--- src/rtl/ddc_ant_rd_intf.sv ---
// ddc_ant_rd_intf: pulls IQ words out of the antenna-side sync FIFO,
// decimates and optionally swaps I/Q, and presents them on an AXI-stream
// master through a small skid buffer.
// Optional feature macro: DDC_ANT_RD_SAMPLE_CNT_EN adds the sample_cnt and
// drop_cnt status counters.
module ddc_ant_rd_intf #(
    parameter int OUT_DEPTH = 4,
    parameter int DECIM_W   = 4
) (
    input  logic        clk,
    input  logic        rst,
    input  logic [31:0] cfg0,
    input  logic        ant_data_empty_n,
    output logic        ant_data_rd_en,
    input  logic [31:0] ant_data_rd_data,
    output logic [31:0] bw20_data_tdata,
    output logic        bw20_data_tvalid,
    input  logic        bw20_data_tready
`ifdef DDC_ANT_RD_SAMPLE_CNT_EN
    ,
    output logic [31:0] sample_cnt,
    output logic [15:0] drop_cnt
`endif
);

    localparam int AW = (OUT_DEPTH > 1) ? $clog2(OUT_DEPTH) : 1;
    localparam int CW = AW + 1;

    logic               enable;
    logic               swap_en;
    logic [DECIM_W-1:0] decim_max;
    logic               unused_cfg;

    logic               inflight;
    logic [CW-1:0]      occ;
    logic [AW-1:0]      wr_ptr;
    logic [AW-1:0]      rd_ptr;
    logic [31:0]        mem [OUT_DEPTH];
    logic [DECIM_W-1:0] dcnt;

    logic [CW:0]        credit_used;
    logic               rd_issue;
    logic               capture;
    logic               keep;
    logic               push;
    logic               pop;
    logic [31:0]        cap_word;

    assign enable     = cfg0[31];
    assign swap_en    = cfg0[4];
    assign decim_max  = cfg0[DECIM_W-1:0];
    assign unused_cfg = ^cfg0[30:DECIM_W];

    // Credit counts words already buffered, the one returning from the FIFO
    // and the read being issued right now, so the buffer can never overflow
    // even though tready has no path to rd_en.
    assign credit_used = {1'b0, occ} + (CW+1)'(inflight) + (CW+1)'(ant_data_rd_en);
    assign rd_issue    = enable & ant_data_empty_n & (credit_used < (CW+1)'(OUT_DEPTH));

    assign capture  = inflight;
    assign keep     = capture & (dcnt == '0);
    assign push     = keep;
    assign pop      = bw20_data_tvalid & bw20_data_tready;
    assign cap_word = swap_en ? {ant_data_rd_data[15:0], ant_data_rd_data[31:16]}
                              : ant_data_rd_data;

    assign bw20_data_tvalid = (occ != '0);
    assign bw20_data_tdata  = mem[rd_ptr];

    // Registered read strobe and its one-cycle-delayed in-flight flag.
    always_ff @(posedge clk or posedge rst) begin
        if (rst) begin
            ant_data_rd_en <= 1'b0;
            inflight       <= 1'b0;
        end else begin
            ant_data_rd_en <= rd_issue;
            inflight       <= ant_data_rd_en;
        end
    end

    // Decimation phase: advances per captured word, wraps at the configured
    // factor (or earlier if the factor shrank), and parks at 0 once disabled.
    always_ff @(posedge clk or posedge rst) begin
        if (rst) begin
            dcnt <= '0;
        end else if (capture) begin
            if (dcnt >= decim_max) begin
                dcnt <= '0;
            end else begin
                dcnt <= dcnt + DECIM_W'(1);
            end
        end else if (!enable) begin
            dcnt <= '0;
        end
    end

    // Buffer storage; cleared on reset so tdata reads back zero when idle.
    always_ff @(posedge clk or posedge rst) begin
        if (rst) begin
            for (int i = 0; i < OUT_DEPTH; i++) begin
                mem[i] <= '0;
            end
        end else if (push) begin
            mem[wr_ptr] <= cap_word;
        end
    end

    // Circular buffer pointers and occupancy.
    always_ff @(posedge clk or posedge rst) begin
        if (rst) begin
            wr_ptr <= '0;
            rd_ptr <= '0;
            occ    <= '0;
        end else begin
            if (push) begin
                wr_ptr <= wr_ptr + AW'(1);
            end
            if (pop) begin
                rd_ptr <= rd_ptr + AW'(1);
            end
            case ({push, pop})
                2'b10:   occ <= occ + CW'(1);
                2'b01:   occ <= occ - CW'(1);
                default: occ <= occ;
            endcase
        end
    end

`ifdef DDC_ANT_RD_SAMPLE_CNT_EN
    // Status counters: accepted beats (wrapping) and dropped words (saturating).
    always_ff @(posedge clk or posedge rst) begin
        if (rst) begin
            sample_cnt <= '0;
            drop_cnt   <= '0;
        end else begin
            if (pop) begin
                sample_cnt <= sample_cnt + 32'd1;
            end
            if (capture && !keep && drop_cnt != 16'hFFFF) begin
                drop_cnt <= drop_cnt + 16'd1;
            end
        end
    end
`endif

`ifndef SYNTHESIS
    // A push into a full buffer without a simultaneous pop would lose data.
    always @(posedge clk) begin
        if (!rst) begin
            assert (!(occ == CW'(OUT_DEPTH) && push && !pop))
                else $error("ddc_ant_rd_intf: output buffer overflow");
        end
    end
`endif

endmodule

--- config.mk ---
export PLATFORM = sky130hd
export DESIGN_NAME = ddc_ant_rd_intf
export DESIGN_NICKNAME = d
export VERILOG_FILES = /design/src/rtl/ddc_ant_rd_intf.sv
export SDC_FILE = /design/constraint.sdc
export NUM_CORES = 1
export LEC_CHECK = 0
export ABC_AREA = 1
export CORE_ASPECT_RATIO = 0.7
export CORE_MARGIN = 1.5
export CORE_UTILIZATION = 50
export CTS_BUF_LIST = sky130_fd_sc_hd__clkbuf_16
export DETAILED_ROUTE_END_ITERATION = 12
export GPL_TIMING_DRIVEN = 0
export PLACE_DENSITY = 0.83
export SYNTH_ARGS = -nofsm -noshare
export SYNTH_HDL_FRONTEND = slang
export SYNTH_SLANG_ARGS = --single-unit
export TNS_END_PERCENT = 30
--- constraint.sdc ---
create_clock -name clk -period 5.25 [get_ports clk]
set_input_delay 1.05 -clock clk [delete_from_list [all_inputs] [get_ports clk]]
set_output_delay 1.05 -clock clk [all_outputs]
set_load 0.02 [all_outputs]
# Yosys cells after proc, flatten, opt, wreduce, memory -nomap -nowiden
# Index checks and enable logic that the tools add are counted.
# totals
regBits	141
wordCells	46
input_bits	68
# op_classes
n_mux	11
reduce_logical	4
n_eq_ne	3
bitwise_logic	6
add_sub_neg	7
magnitude_cmp	5
# op_table
cell	count
128-bit bitwise mux	1
32-bit 2-to-1 mux	4
32-bit binary-select mux with 2-bit select	1
32-bit demux with 2-bit select	1
4-bit 2-to-1 mux	3
3-bit greater-or-equal comparator, second input constant	2
2-bit NOT with 3-bit output	2
3-bit case mux with 2 select lines	1
2-bit by 1-bit adder with 2-bit output, second input constant	2
3-bit by 1-bit adder with 4-bit output	1
4-bit by 1-bit adder with 4-bit output	1
4-bit by 1-bit adder with 4-bit output, second input constant	1
1-bit bitwise AND	4
4-bit greater-or-equal comparator	1
4-bit logical NOT	1
4-bit by 3-bit less-than comparator with 1-bit output, second input constant	1
3-bit by 1-bit adder with 3-bit output, second input constant	1
3-bit by 1-bit less-than comparator with 1-bit output, second input constant	1
3-bit nonzero test	1
3-bit by 1-bit subtractor with 3-bit output, second input constant	1
2-bit by 1-bit equality test with 1-bit output, second input constant	1
2-bit equality test, second input constant	1
2-bit by 1-bit inequality test with 1-bit output, second input constant	1
2-bit nonzero test	1
1-bit logical AND	1

# Longest topological paths before layout
# Gate-level depths: netlist (run 1).
# logic_depth
word_depth	6
depth_mapped	11

# Worst setup path after synthesis (run 1)
# No wires, ideal clock.
# synth_path
path_type	reg2out
startpoint	register rd_ptr[0]
endpoint	output port bw20_data_tdata[18]
arrival_time_ns	1.516
stages_incl_launch_ff	7
setup_slack_ns	2.684
n_path_buf	3
cell_sequence	dfrtp_1 buf_2 inv_1 buf_2 buf_2 o21ai_0 o21ai_0
# synth_between
elab_chain_cells	4
# synth_lines
element	line_no	source
start, declared	37	logic [AW-1:0] rd_ptr;
start signal, assigned	119	rd_ptr <= rd_ptr + AW'(1);
2-bit NOT with 3-bit output (implied by the code)	68	assign bw20_data_tdata = mem[rd_ptr];
32-bit binary-select mux with 2-bit select	68	
32-bit 2-to-1 mux (implied by the code) (2 in a row)	68	
end, declared	16	output logic [31:0] bw20_data_tdata,
# No other way between the ends. The select of a mux whose other input is x is not followed.

# Worst setup path after layout (run 1)
# layout_path
startpoint	register rd_ptr[1]
endpoint	output port bw20_data_tdata[29]
# The elaborated chain is that of the path after synthesis.

==> metrics.md, run 1 <==
| Metric | Value |
|---|---|
| Max-slew headroom | 0.213 |
| Port bufs | 74 |
| Sink Count | between 100 and 150 |
| Setup violators final | 0 |
| Levels on crit path | 5 |
| CTS tree | built |
| Clock Latency Late Sink | between 0.4 and 0.5 ns |
| Area Growth Syn to Fin | 22.8% |
| Crit Path Class | flip-flop to output port |
| FILL cells | roughly 1,200 |
| WL per Instance | about 18 um |
| First-pass GRT wire length | 34,900 um |
| FMAX | around 0.26 GHz |
| Worst setup margin | 1.41 ns |
| WHS Endpoint | capture |
| I/O pin cnt | 102 |
| M1 GR Usage | 0.435 |
| Resize count post-CTS | 0 |
| Final Cycle Share | 0.730 |
| Reg2reg end | occ[2] |
| Vias per Instance | ~5.7 |
| DR DRC count | 0 |
| Hold path depth | 0 |
| CP Max Fanout | 10 |
| Row count | 36 |
| Vias in the first global route | between 6,000 and 7,000 |
| Multi-input gate area in the final layout | slightly above 3000 sq um |
| CP cell instances | clkinv_1 > clkbuf_1 > o21ai_0 > o21ai_0 > clkdlybuf4s50_1 |
| Fraction of layout cells with a size suffix above 1 | 0.0713 |
| Pin count of the biggest net entering global routing | 94 |
| Share of the synthesized area in the top cell type | 0.500 |
| RSZ-0062 raised after global routing | false |
| Buffer count from post-CTS setup fixing | 0 |
| Peak VDD IR | 0.000357 V |
| Initial DRT Pass Iterations | 6 |
| Final Max Tran Viols | 0 |
| Post-synthesis register bit count | 141 |
| Register area share after synthesis | 0.500 |
| Die area | between 10,000 and 15,000 sq um |
| Antenna violations before repair | 0 |
| Cell variety after synth | 24 |
| Die Width | ~150 um |
| Critical Path Source Type | flip-flop |
| Post-route ant nets | 0 |
| Critical path endpoint category | output port |
| Core outline area | roughly 14,000 sq um |
| Worst r2r src | dcnt[0] |
| ANT cells | 0 |
| M2 GR Usage | 0.453 |
| DRT iter0 DRCs | 1,001 |
| FF-to-FF path depth | 11 |
| MaxCap Viol Count | 0 |
| Slowest stage cell, crit path | clkdlybuf4s50_1 |
| Tightest Hold Check Type | flip-flop to flip-flop |
| Die H | 102 um |
| CTS H-tree depth | 4 |
| Setup TNS | 0 ns |
| Hold_ws | 0.405 ns |
| CTS Buf Count | 17 |
| Worst slew pin tran | 1.17 ns |
| Global route hottest layer | met2 |
| Grt total ovfl | 0 |
| DP Worst Slack | 2.01 ns |
| Post-layout min period | about 3.8 ns |
| Layout Utilization | 0.625 |
| Worst Path Buf+Inv | 3 |
| Critical path arrival | approximately 2.8 ns |
| Starting Density | 0.509 |
| Flop2flop setup slack | between 2 and 3 ns |
| Post-Syn Area | approximately 7100 sq um |
| Synthesis Warnings | 0 |
| Hold Buf Count CTS | 0 |
| P per Cell Area | 669 nW/um^2 |
| Global-route met3 utilization | 0.0746 |
| CP peak stage delay | roughly 0.66 ns |
| Sequential Area | 3530 sq um |
| WL final | 21,800 um |
| Non-Filler Instances | 1,214 |
| Dpl hpwl | around 15,000 um |
| Net Count, Synth | 998 |
| Overall routing resource usage | 0.306 |
| DP Cell Count | 1,182 |
| Outcome | finished clean |
| Final hold vios | 0 |
| Leak | approximately 0.0039 uW |
| CTS clk-pin slew, worst paths | 0.06 ns |
| Hold Crit Start | ant_data_rd_en |
| CP dominant cell by count | o21ai_0 |
| Top cells by area, synth | dfrtp_1 (50%), nand2_1 (14%), o21ai_0 (8.3%), o21ai_1 (7.5%), nor2_1 (3.9%) |
| Gpl congestion | 0.906 |
| Max clock buf depth | 2 |
| Leading area contributor after synthesis | dfrtp_1 |
| Worst Path Required | around 4.2 ns |
| Avg Cell Area, Syn | slightly below 8 sq um |
| Gate Count Post-Synth | 917 |
| Vias | 6,960 |
| CP delay by family, top | buffers and inverters |
| Final net count | 1,092 |
| Clk root buf | clkbuf_16 |
| Max Clock Skew | 0.00708 ns |
how the worst max path moves through the flow:
stage | from | end | slack, ns
2_1_floorplan | rst | ant_data_rd_en | 0.42
3_5_place_dp | rd_ptr[0] | bw20_data_tdata[20] | 2.01
6_report | rd_ptr[1] | bw20_data_tdata[29] | 1.41
3_3_place_gp | rst | mem[116] | -1.54
5_1_grt | rd_ptr[0] | bw20_data_tdata[20] | 1.33
4_1_cts | rd_ptr[1] | bw20_data_tdata[29] | 1.48
stage by stage:
step | total power, uW | area (sq um)
floorplan | 3430 | 7060
global placement | 4400 | 8040
detailed placement | 4490 | 8070
CTS | 5740 | 8670
global route | 6160 | 8670
finish | 5800 | 8670
flip-flops by register name (all words and copies together), names as in the netlist:
name and count:
ant_data_rd_en 1, capture 1, dcnt 4, mem 128
occ 3, rd_ptr 2, wr_ptr 2
power breakdown:
part	switching, uW	internal [uW]	leakage [uW]
clock	483	746	0.000291
sequential	266	1630	0.00167
combinational	1710	967	0.00191
routing by layer:
layer / wire length (um) / vias to the layer above
met5: 0 / -
met4: 588 / 0
met3: 2810 / 52
met2: 9420 / 423
met1: 8960 / 3308
li1: - / 3177
area by class of cell:
class,instances,share of cell area
clock buffers,17,0.0491
repair buffers,75,0.0886
plain buffers,65,0.0331
multi-input cells,658,0.351
clock inverters,15,0.0198
flip-flops and latches,141,0.407
inverters,53,0.0235
well taps,190,0.0274
cell families (layout without fill, tap and decap cells):
group / count (synthesis) / after routing / synth area share
simple gates: 361 / 361 / 0.199
flops: 141 / 141 / 0.500
compound gates: 280 / 280 / 0.203
buf+inv: 118 / 225 / 0.0688
fa+ha+maj: 13 / 13 / 0.0241
xor+xnor: 4 / 4 / 0.00496
cell usage after synthesis, drive strengths merged:
cell type,count
xor2,3
buf,39
or2,1
clkbuf,26
nand4,3
o21ai,223
dfrtp,141
and2,1
nor2,78
ha,12
nand2,272
o21bai,4
nand3,6
a21oi,34
o22ai,19
inv,52
xnor2,1
clkinv,1
fa,1
layout by cell type, fill, tap and decap left out, drive strengths merged, types with 4 or more instances in the layout:
master,instances
a21oi,34
buf,40
clkbuf,43
clkdlybuf4s50,74
clkinv,6
dfrtp,141
ha,12
inv,56
nand2,272
nand3,6
nor2,78
o21ai,223
o21bai,4
o22ai,19
(Power assumes the default switching activity.)
==> run 2: changes to the inputs <==
- clock period: 5.25 -> 3.63 ns (I/O delays scaled with it)
==> run 2 against run 1 <==
  * Final area grew 0.65%
  * Cell count up 0.16%
  * Register-to-register slack worse by 1.6 ns
  * Via count increased by 1.1%
  * Largest cell class unchanged
==> metrics.md, run 2 (synthesized netlist as in run 1, its figures left out) <==
| Metric | Value |
|---|---|
| Die H | 102 um |
| Critical path endpoint category | output port |
| Setup violators final | 0 |
| Max-slew headroom | 0.139 |
| WL final | 22,000 um |
| Sink Count | 141 |
| Peak VDD IR | 0.000510 V |
| MaxCap Viol Count | 0 |
| Overall routing resource usage | 0.309 |
| Area Growth Syn to Fin | 23.6% |
| Final Max Tran Viols | 0 |
| WHS Endpoint | capture |
| Resize count post-CTS | 0 |
| WL per Instance | between 15 and 20 um |
| CP dominant cell by count | o21ai_0 |
| Vias | between 7,000 and 8,000 |
| Worst slew pin tran | 1.28 ns |
| Fraction of layout cells with a size suffix above 1 | 0.0721 |
| CTS tree | built |
| Initial DRT Pass Iterations | 5 |
| FMAX | 0.289 GHz |
| DR DRC count | 0 |
| FILL cells | about 1,200 |
| Max Clock Skew | 0.00964 ns |
| FF-to-FF path depth | 11 |
| Grt total ovfl | 0 |
| Dpl hpwl | 15,100 um |
| Hold_ws | 0.414 ns |
| Final Cycle Share | 0.954 |
| Worst Path Required | 2.90 ns |
| CP peak stage delay | 0.68 ns |
| Clock Latency Late Sink | ~0.43 ns |
| CTS H-tree depth | 4 |
| Non-Filler Instances | 1,216 |
| First-pass GRT wire length | 35,000 um |
| I/O pin cnt | 102 |
| DP Cell Count | approximately 1,200 |
| Max clock buf depth | 2 |
| CTS Buf Count | 17 |
| Post-route ant nets | 0 |
| Most common cell after layout, fill and taps aside | nand2_1 |
| Vias per Instance | about 5.8 |
| Core outline area | 13,900 sq um |
| Slowest stage cell, crit path | clkdlybuf4s50_1 |
| Total power | 8480 uW |
| CP delay by family, top | buffers and inverters |
| Top reg by flops | mem |
| Row count | 36 |
| DRT iter0 DRCs | 881 |
| Tightest Hold Check Type | flip-flop to flip-flop |
| Critical Path Source Type | flip-flop |
| Clk root buf | clkbuf_16 |
| Worst Path Buf+Inv | 3 |
| Antenna violations before repair | 0 |
| Reg2reg end | occ[2] |
| Outcome | finished clean |
| Worst r2r src | dcnt[0] |
| Gpl congestion | about 0.89 |
| P per Cell Area | 972 nW/um^2 |
| Buffer count from post-CTS setup fixing | 0 |
| RSZ-0062 raised after global routing | false |
| Starting Density | 0.509 |
| Die Width | 145 um |
| Flop2flop setup slack | 0.94 ns |
| CP cell instances | clkinv_1 > clkbuf_1 > o21ai_0 > o21ai_0 > clkdlybuf4s50_1 |
| Critical path arrival | roughly 2.7 ns |
| Pin count of the biggest net entering global routing | 44 |
| Leak | 0.00388 uW |
| Crit Path Class | flip-flop to output port |
| Hold Crit Start | ant_data_rd_en |
| Hold Buf Count CTS | 0 |
| CTS clk-pin slew, worst paths | 0.06 ns |
| Hold path depth | 0 |
| Number of flip-flops under the largest register name | 128 |
| Biggest regs | mem (128), dcnt (4), occ (3) |
| ANT cells | 0 |
| Final hold vios | 0 |
| Vias in the first global route | approximately 6,600 |
| Port bufs | 74 |
| Most frequent cells in the layout | nand2_1 (272), dfrtp_1 (141), o21ai_0 (117), o21ai_1 (106) |
| Post-layout min period | 3.46 ns |
| CP Max Fanout | 10 |
| Die area | between 10,000 and 15,000 sq um |
| Final net count | ~1,100 |
run 2: cell type report:
class / count / area (sq um) / area share
clock inverter: 15 / 196 / 0.0225
sequential: 141 / 3530 / 0.404
clock buffer: 17 / 425 / 0.0488
multi-input combinational: 658 / 3050 / 0.349
inverter: 53 / 203 / 0.0232
tap: 190 / 238 / 0.0273
timing repair buffer: 77 / 801 / 0.0918
buffer: 65 / 287 / 0.0328
run 2: stage by stage:
stage	setup TNS (ns)	area, sq um	utilization	setup slack (ns)
after floorplan	0	7060	-	1.14
after global placement	-13.40	8040	0.580	-0.106
after detailed placement	0	8100	0.584	0.707
after CTS	0	8720	0.629	0.246
after global routing	0	8720	0.629	0.0829
final	0	8720	0.629	0.168
run 2: layer usage:
metal / track usage / part of all wire / vias to the layer above
li1: - / - / 3182
met1: 0.431 / 0.42 / 3350
met2: 0.451 / 0.43 / 439
met3: 0.0879 / 0.13 / 68
met4: 0.139 / 0.031 / 0
met5: 0 / 0 / -
run 2: how the worst max path moves through the flow:
stage	slack, ns	end	start	cells after the start
after detailed placement	0.71	bw20_data_tdata[30]	rd_ptr[0]	6
after floorplan	1.14	ant_data_rd_en	rst	1
after CTS	0.25	bw20_data_tdata[28]	rd_ptr[0]	6
after global routing	0.08	bw20_data_tdata[21]	rd_ptr[0]	7
after global placement	-0.11	mem[117]	rst	2
final	0.17	bw20_data_tdata[30]	rd_ptr[1]	5
run 2: report_power, final:
group          leakage [uW]  total (uW)  switching, uW  internal, uW
combinational       0.00192        3860           2460          1400
sequential          0.00167        2750            392          2350
clock              0.000291        1870            720          1150
total               0.00388        8480           3570          4910
==> run 3: changes to the inputs <==
- CELL_PAD_IN_SITES_DETAIL_PLACEMENT: default -> 1
- CELL_PAD_IN_SITES_GLOBAL_PLACEMENT: default -> 1
- CORE_UTILIZATION: 50 -> 40
- PLACE_DENSITY: 0.83 -> 0.89
==> run 3 against run 2 <==
  * Critical path type unchanged
  * Hold slack barely moved
  * Highest routed layer unchanged
  * Largest cell class unchanged
  * Critical path depth rose by 1
  * Total power rose by 1.0%
  * Via count rose by 0.84%
  * Wire length rose by 19%
  * First-iteration DRC count fell by 21%
  * Register-to-register slack got worse by 0.06 ns
==> metrics.md, run 3 (synthesized netlist as in run 1, its figures left out) <==
| Metric | Value |
|---|---|
| Outcome | finished clean |
| Setup violators final | 0 |
| Total power | 8560 uW |
| Worst setup margin | between 0.03 and 0.04 ns |
| Top reg by flops | mem |
| Hold Buf Count CTS | 0 |
| Vias | 7,098 |
| Port bufs | 74 |
| ANT cells | 0 |
| Core outline area | 17,200 sq um |
| Starting Density | 0.410 |
| WHS Endpoint | capture |
| Most frequent cells in the layout | nand2_1 (272), dfrtp_1 (141), o21ai_0 (117), o21ai_1 (106) |
| Peak VDD IR | 0.000436 V |
| FF-to-FF path depth | 11 |
| Buffer count from post-CTS setup fixing | 0 |
| Overall routing resource usage | 0.297 |
| Flop2flop setup slack | between 0.8 and 0.9 ns |
| Critical path arrival | 2.87 ns |
| P per Cell Area | a little under 1000 nW/um^2 |
| Number of flip-flops under the largest register name | roughly 130 |
| Vias in the first global route | ~7,300 |
| Initial DRT Pass Iterations | 5 |
| Leak | slightly below 0.004 uW |
| DRT iter0 DRCs | 700 |
| Max-slew headroom | 0.0710 |
| Fraction of layout cells with a size suffix above 1 | 0.0712 |
| RSZ-0062 raised after global routing | true |
| Die Width | between 150 and 200 um |
| CTS H-tree depth | 4 |
| Final hold vios | 0 |
| Hold Crit Start | ant_data_rd_en |
| Worst slew pin tran | 1.38 ns |
| Cell area after layout | about 8700 sq um |
| Dpl hpwl | roughly 18,000 um |
| CTS clk-pin slew, worst paths | approximately 0.060 ns |
| Crit Path Class | flip-flop to output port |
| WL per Instance | 20.9 um |
| Vias per Instance | 5.65 |
| Biggest regs | mem (128), dcnt (4), occ (3) |
| Max Clock Skew | 0.0141 ns |
| Layout Utilization | 0.507 |
| Reg2reg end | occ[2] |
| Placed instance area | 8150 sq um |
| Die H | 114 um |
| CTS tree | built |
| I/O pin cnt | between 100 and 150 |
| Clk root buf | clkbuf_16 |
| MaxCap Viol Count | 0 |
| Critical path endpoint category | output port |
| Gpl congestion | between 0.8 and 0.9 |
| Clock Latency Late Sink | 0.44 ns |
| DR DRC count | 0 |
| Max clock buf depth | 2 |
| Hold path depth | 0 |
| Tightest Hold Check Type | flip-flop to flip-flop |
| Sink Count | 141 |
| WL final | 26,200 um |
| Hold_ws | 0.414 ns |
| DP Worst Slack | 0.581 ns |
| Post-layout min period | 3.60 ns |
| Final Max Tran Viols | 0 |
| Most common cell after layout, fill and taps aside | nand2_1 |
| First-pass GRT wire length | around 41,000 um |
| Pin count of the biggest net entering global routing | 42 |
| Row count | 40 |
| Die area | 18,500 sq um |
| Grt total ovfl | 0 |
| Final net count | 1,094 |
| Antenna violations before repair | 0 |
| Worst r2r src | dcnt[0] |
| CTS Buf Count | 17 |
| CP Max Fanout | 10 |
| FMAX | 0.278 GHz |
| Area Growth Syn to Fin | 23.8% |
| Final Cycle Share | 0.991 |
| Post-route ant nets | 0 |
| Critical Path Source Type | flip-flop |
| Worst Path Required | 2.90 ns |
-- run 3: cell types whose count changed in the layout (fill, tap and decap cells not counted) --
cell,before,now
clkinvlp_4,6,2
clkinv_2,1,5
clkinv_4,1,2
clkbuf_4,0,1
clkbuf_1,26,25
clkinv_1,2,4
bufinv_16,4,3
buf_2,34,33
inv_6,2,0
clkbuf_2,0,1
-- run 3: what timing repair did --
action                     CTS  global route
hold endpoints to repair     0             0
resized for setup            0             3
setup endpoints to repair    0             2
-- run 3: per-layer routing --
metal | routed length (um) | up-vias | track usage | part of all wire
met5 | 0 | - | 0 | 0
met4 | 634 | 0 | 0.105 | 0.024
met3 | 1720 | 54 | 0.0540 | 0.065
met2 | 11800 | 266 | 0.464 | 0.45
met1 | 12100 | 3604 | 0.416 | 0.46
li1 | - | 3174 | - | -
-- run 3: where the power goes --
part	switching [uW]	leakage [uW]	internal [uW]
clock network	723	0.000290	1060
registers	396	0.00167	2360
logic	2610	0.00193	1410
-- run 3: worst max path at each step --
stage,start,endpoint,slack [ns],cells past startpoint
3_5_place_dp,rd_ptr[0],bw20_data_tdata[30],0.58,6
4_1_cts,rd_ptr[0],bw20_data_tdata[12],0.1,6
3_3_place_gp,rst,mem[115],-0.20,2
6_report,rd_ptr[0],bw20_data_tdata[12],0.03,6
2_1_floorplan,rst,ant_data_rd_en,1.14,1
5_1_grt,rd_ptr[0],bw20_data_tdata[30],-0.02,6
-- run 3: cell type report --
class / count / area [sq um]
fill: 2134 / 8480
tap: 231 / 289
inverter: 53 / 203
timing repair buffer: 77 / 801
buffer: 65 / 290
multi-input combinational: 658 / 3050
clock inverter: 15 / 155
clock buffer: 17 / 425
sequential: 141 / 3530
-- run 3: worst max-delay path: stages (launching register included) --
cell,delay [ns]
dfrtp_1,0.36
buf_2,0.19
inv_1,0.15
clkbuf_1,0.53
o21ai_0,0.22
o22ai_1,0.30
clkdlybuf4s50_1,0.67
-- run 3: through the flow --
stage / setup TNS [ns] / cells
final: 0 / 1257
after global routing: -0.0186 / 1257
after global placement: -26.36 / 1222
after floorplan: 0 / 917
after CTS: 0 / 1257
after detailed placement: 0 / 1225
